<file path="config.mk">
export PLATFORM = sky130hd
export DESIGN_NAME = cmos_pix_counter
export DESIGN_NICKNAME = d
export VERILOG_FILES = /design/src/rtl/bayer2rgb_pkg.sv /design/src/rtl/cmos_pix_counter_sync_edge_det.sv /design/src/rtl/cmos_pix_counter.sv
export SDC_FILE = /design/constraint.sdc
export NUM_CORES = 1
export LEC_CHECK = 0
export BUFFER_PORTS_ARGS = -buffer_cell sky130_fd_sc_hd__buf_2
export CAP_MARGIN = 15
export CORE_MARGIN = 10
export CORE_UTILIZATION = 57
export CTS_CLUSTER_SIZE = 10
export DETAILED_ROUTE_END_ITERATION = 16
export PLACE_DENSITY = 0.79
export SETUP_SLACK_MARGIN = 0.1
export SKIP_LAST_GASP = 1
export SYNTH_ARGS = -nofsm -noshare
export SYNTH_HDL_FRONTEND = slang
export SYNTH_SLANG_ARGS = --single-unit
</file>
<file path="constraint.sdc">
create_clock -name mclk -period 3 [get_ports mclk]
set_clock_uncertainty 0.15 [all_clocks]
set_input_delay 0.45 -clock mclk [delete_from_list [all_inputs] [get_ports mclk]]
set_output_delay 0.45 -clock mclk [all_outputs]
set_load 0.005 [all_outputs]
</file>
<file path="src/rtl/bayer2rgb_pkg.sv">
// Shared definitions for the bayer2rgb pipeline: counter width default and
// the frame-tracking FSM encodings.
package bayer2rgb_pkg;

  localparam int CNT_W_DEF = 12;

  typedef logic [1:0] state_t;

  localparam logic [1:0] S_IDLE  = 2'd0;
  localparam logic [1:0] S_VSYNC = 2'd1;
  localparam logic [1:0] S_FRAME = 2'd2;

endpackage

</file>
<file path="src/rtl/cmos_pix_counter_sync_edge_det.sv">
// Single-bit polarity normaliser with a one-stage delay register and
// rise/fall pulses that compare the live level against the delayed one.
module sync_edge_det #(
  parameter bit POL = 1'b1
) (
  input  logic mclk,
  input  logic rst_n,
  input  logic din,
  output logic lvl,
  output logic rise,
  output logic fall
);

  logic dly_d;
  logic dly_q;

  always_comb begin
    lvl   = (din == POL);
    dly_d = lvl;
  end

  // NOTE: clocked state uses non-blocking assignments so every flop samples
  // pre-edge values regardless of block evaluation order.
  always_ff @(posedge mclk or negedge rst_n) begin
    if (!rst_n) dly_q <= 1'b0;
    else        dly_q <= dly_d;
  end

  assign rise = lvl & ~dly_q;
  assign fall = ~lvl & dly_q;

endmodule

</file>
<file path="src/rtl/cmos_pix_counter.sv">
// CMOS timing front end: per-line pixel count, line/frame counters, event
// pulses and a line-width lock flag. The partial frame after reset is skipped.
module cmos_pix_counter
  import bayer2rgb_pkg::*;
#(
  parameter int CNT_W      = CNT_W_DEF,
  parameter bit VS_POL     = 1'b1,
  parameter bit HREF_POL   = 1'b1,
  parameter int LOCK_LINES = 4
) (
  input  logic             mclk,
  input  logic             rst_n,
  input  logic             cmos_vsync,
  input  logic             cmos_href,
  input  logic             pix_de,
  output logic [CNT_W-1:0] pixcnt,
  output logic [CNT_W-1:0] linecnt,
  output logic             line_end,
  output logic             frame_start,
  output logic             frame_done,
  output logic [CNT_W-1:0] line_width,
  output logic [CNT_W-1:0] frame_lines,
  output logic             locked
);

  localparam logic [3:0] LOCK_MAX = 4'(LOCK_LINES);

  logic vs_lvl, vs_rise, vs_fall;
  logic hr_lvl, hr_rise, hr_fall;

  sync_edge_det #(.POL(VS_POL)) u_vs_det (
    .mclk(mclk), .rst_n(rst_n), .din(cmos_vsync),
    .lvl(vs_lvl), .rise(vs_rise), .fall(vs_fall)
  );

  sync_edge_det #(.POL(HREF_POL)) u_hr_det (
    .mclk(mclk), .rst_n(rst_n), .din(cmos_href),
    .lvl(hr_lvl), .rise(hr_rise), .fall(hr_fall)
  );

  state_t           state_q, state_d;
  logic [CNT_W-1:0] pixcnt_q, pixcnt_d;
  logic [CNT_W-1:0] linecnt_q, linecnt_d;
  logic [CNT_W-1:0] line_width_q, line_width_d;
  logic [CNT_W-1:0] frame_lines_q, frame_lines_d;
  logic [CNT_W-1:0] prev_w_q, prev_w_d;
  logic [3:0]       stable_q, stable_d;
  logic             line_end_q, line_end_d;
  logic             frame_start_q, frame_start_d;
  logic             frame_done_q, frame_done_d;
  logic             locked_q, locked_d;

  logic             pix_take;
  logic             line_close;
  logic [CNT_W-1:0] base_c;
  logic [CNT_W-1:0] width_c;

  function automatic logic [CNT_W-1:0] sat_inc(input logic [CNT_W-1:0] v);
    return (&v) ? v : v + CNT_W'(1);
  endfunction

  // NOTE: every signal driven here gets a default first, so no path can
  // leave it unassigned and infer a latch.
  always_comb begin
    state_d       = state_q;
    pixcnt_d      = pixcnt_q;
    linecnt_d     = linecnt_q;
    line_width_d  = line_width_q;
    frame_lines_d = frame_lines_q;
    prev_w_d      = prev_w_q;
    stable_d      = stable_q;
    locked_d      = locked_q;
    line_end_d    = 1'b0;
    frame_start_d = 1'b0;
    frame_done_d  = 1'b0;

    // A strobe on the href-fall cycle still belongs to the closing line.
    pix_take   = pix_de && (hr_lvl || hr_fall);
    base_c     = hr_rise ? '0 : pixcnt_q;
    width_c    = pix_take ? sat_inc(base_c) : base_c;
    line_close = hr_fall || (vs_rise && hr_lvl);

    case (state_q)
      S_IDLE: begin
        if (vs_lvl) state_d = S_VSYNC;
      end
      S_VSYNC: begin
        if (vs_fall) begin
          state_d       = S_FRAME;
          frame_start_d = 1'b1;
          linecnt_d     = '0;
          pixcnt_d      = '0;
        end
      end
      S_FRAME: begin
        pixcnt_d = width_c;
        if (line_close) begin
          line_end_d   = 1'b1;
          linecnt_d    = sat_inc(linecnt_q);
          line_width_d = width_c;
          pixcnt_d     = '0;
          if ((width_c == prev_w_q) && (width_c != '0)) begin
            if (stable_q != LOCK_MAX) stable_d = stable_q + 4'd1;
            if (stable_d == LOCK_MAX) locked_d = 1'b1;
          end else begin
            stable_d = '0;
            locked_d = 1'b0;
          end
          prev_w_d = width_c;
        end
        // The line close above is folded in before the frame snapshot.
        if (vs_rise) begin
          state_d       = S_VSYNC;
          frame_done_d  = 1'b1;
          frame_lines_d = linecnt_d;
          pixcnt_d      = '0;
        end
      end
      default: state_d = S_IDLE;
    endcase
  end

  always_ff @(posedge mclk or negedge rst_n) begin
    if (!rst_n) begin
      state_q       <= S_IDLE;
      pixcnt_q      <= '0;
      linecnt_q     <= '0;
      line_width_q  <= '0;
      frame_lines_q <= '0;
      prev_w_q      <= '0;
      stable_q      <= '0;
      locked_q      <= 1'b0;
      line_end_q    <= 1'b0;
      frame_start_q <= 1'b0;
      frame_done_q  <= 1'b0;
    end else begin
      state_q       <= state_d;
      pixcnt_q      <= pixcnt_d;
      linecnt_q     <= linecnt_d;
      line_width_q  <= line_width_d;
      frame_lines_q <= frame_lines_d;
      prev_w_q      <= prev_w_d;
      stable_q      <= stable_d;
      locked_q      <= locked_d;
      line_end_q    <= line_end_d;
      frame_start_q <= frame_start_d;
      frame_done_q  <= frame_done_d;
    end
  end

  assign pixcnt      = pixcnt_q;
  assign linecnt     = linecnt_q;
  assign line_end    = line_end_q;
  assign frame_start = frame_start_q;
  assign frame_done  = frame_done_q;
  assign line_width  = line_width_q;
  assign frame_lines = frame_lines_q;
  assign locked      = locked_q;

endmodule

</file>
==> results.toml <==
[die]
die_x_um = 99.0
pin_count = 57
dieArea_um2 = 9790
core_um2 = 5990
die_height_um = 99.0
start_util_pct = 59.3
rows = 28

[grt]
grt_pass1_vias = 3241
grt_pass1_wl_mm = 15.6
antenna_found_initial = 0
grt_remaining_overflow = 0
grt_max_degree = 61
grtUsageTotal_pct = 19.1

[critical_path]
cp.arrival_ps = 2850
max_stage_delay_ps = 510
cp.buffers_inverters = 1
cp_max_fo = 6
crit_family = "simple AND/OR/NAND/NOR gates"
cp_common_cell = "and3_1"
start_kind = "flop"
worst_setup_path_end_kind = "flop"
cp.required_ps = 3110
crit_type = "reg2reg"
r2r-start = "pixcnt[10]"
startpoint = "pixcnt[10]"
crit_chain = "nand4_1, or4_4, and3_1, buf_4, and3_1, o22ai_1, a211o_2, nand4_2, a211oi_2"
slowest_stage = "or4_4"

[timing]
period_needed_ps = 2740
slew_headroom_pct = 44.7
rsz0062_at_grt = "no"
worst_slew_pin_slew_ps = 821
hold_viol = 0
clock.fmax_ghz = 0.365
whs_ps = 104
slew_viol_final = 0
finalSetupViolCount = 0
fin_setup_tns_ps = 0
finalCritPeriodShare_pct = 91.3

[clocking]
clk_latency_ps = 340
clk_path_buf_depth = 2
h-tree-depth = 3
clock-sinks = 60
clkTransAtPathRegs_ps = 70
numCtsBuffers = 9
cts_tree = "yes"
cts_root_buf = "clkbuf_8"

[logic_synthesis]
syn_inst = 403
yosysTopAreaCellShare_pct = 42.3
ys_seq_elements = 60
ys_warn_count = 0
yosysTopAreaCell = "dfrtp_1"
netlist_area_um2 = 3550
synth_flop_cell = "dfrtp_1"
synthArstFlopShare_pct = 100
yosys-top-cells-area = "dfrtp_1 42%, o21ai_0 7.5%, nand2_1 6.4%, nor2_1 3.0%, a21oi_1 2.8%"
yosysUniqueCellTypes = 66
synth_enable_flop_cells = 0
seq_area_frac_synth_pct = 42.3
syn_nets = 411
synth.avg_cell_area_um2 = 8.82

[layout]
fillerInstances = 496
nets = 488
layout_commonest_cell = "nand2_1"
final_layout_size_suffix_gt1_share_pct = 26.0
diodes = 0
syn_to_final_growth_pct = 18.7
final_cell_mix = "61 x nand2_1, 57 x dfrtp_1, 56 x buf_2"
finalNonFillerCells = 560

[place]
port_buffers = 56
dp_cells = 543
dp.final_hpwl_mm = 6.82
place.gp.congestion = 0.984

[drt]
finalWirelength_mm = 9.46
vias_per_cell = 6.00
drc = 0
ant_nets = 0
drt_iter0_drc = 278
drtPass1Iterations = 5
vias = 3359
routedWlPerCell_um = 16.9

[power]
peakVddDrop_v = 0.000359
cellPowerDensity_nw_per_um2 = 505
leakage_nw = 1.98

[flow_run]
maxCapViolCount = 0

[worst_hold_path]
hold_class = "in2async"

[status]
status = "complete, no violations"
path summary, 6_finish.rpt:
kind	to	cells past startpoint	slack [ps]
max reg2reg	stable_q[2]	9	260
min	prev_w_q[5]	2	100
min reg2reg	frame_lines[7]	2	330
min in group mclk	u_vs_det.dly_q	1	150
max in group asynchronous	u_hr_det.dly_q	2	2060
max	stable_q[2]	9	260
final cells by class:
type	instances	area, µm²	share of cell area, %
clock buffer	12	155	3.68
clock inverter	4	47.5	1.13
inverter	7	26.3	0.623
multi-input combinational	316	1880	44.7
sequential	60	1510	35.7
tap	75	93.8	2.23
timing repair buffer	86	505	12.0
what timing repair did:
| item | CTS | global route |
|---|---|---|
| buffers inserted | 0 | 1 |
| endpoints found under the setup margin | 0 | 5 |
| resized for setup | 0 | 6 |
| hold buffers | 0 | 0 |
registers in the layout (all words and copies together) (netlist names):
signal,flops
linecnt,12
frame_lines,12
u_vs_det.dly_q,1
locked,1
frame_done,1
state_q,2
pixcnt,12
u_hr_det.dly_q,1
prev_w_q,12
frame_start,1
stable_q,4
line_end,1
per-layer routing:
layer	part of all wire, %	global-route usage (%)	vias up
li1	-	-	1617
met1	43	24.7	1593
met2	48	30.2	131
met3	6.8	4.26	18
met4	1.9	7.61	0
met5	0	0	-
worst register-to-register path, stage by stage, from the launching register on:
cell	delay, ps
dfrtp_2	420
nand4_1	210
or4_4	510
and3_1	270
buf_4	180
and3_1	170
o22ai_1	160
a211o_2	170
nand4_2	180
a211oi_2	240
metrics by stage:
stage	total power (W)	setup slack (ps)	area, µm²	util (%)
after detailed placement	0.00139	34.4	4000	66.7
after floorplan	0.00122	138	3550	-
after global routing	0.00224	87.2	4220	70.4
after global placement	0.00138	56.9	4000	66.7
after CTS	0.00214	114	4200	70.1
final	0.00213	261	4220	70.4
Yosys cell counts (5+ instances only):
master,count
o21ai_0,53
nand2_1,61
xnor2_1,11
xor2_1,9
inv_1,6
and3_1,5
nor3_1,13
clkbuf_1,11
nand3_1,17
o31ai_1,6
nor2_1,28
nand2b_1,7
mux2i_1,6
a21oi_1,20
nand4_1,6
dfrtp_1,60
cells by family (layout without fill, tap and decap cells):
| family | after synthesis | in the layout | share of synthesized area, % |
|---|---|---|---|
| compound gates | 115 | 115 | 20.1 |
| xor+xnor | 21 | 21 | 5.39 |
| fa+ha+maj | 3 | 3 | 1.06 |
| buf+inv | 27 | 109 | 4.96 |
| flops | 60 | 60 | 42.3 |
| mux | 7 | 7 | 2.01 |
| simple gates | 170 | 170 | 24.2 |
report_power, final:
part	internal (W)	switching, W	total [W]
logic	0.000174	0.000225	0.000399
registers	0.000893	0.0000800	0.000973
clock network	0.000426	0.000330	0.000756
total	0.00149	0.000635	0.00213
No activity file was read; power rests on OpenSTA's default activity.
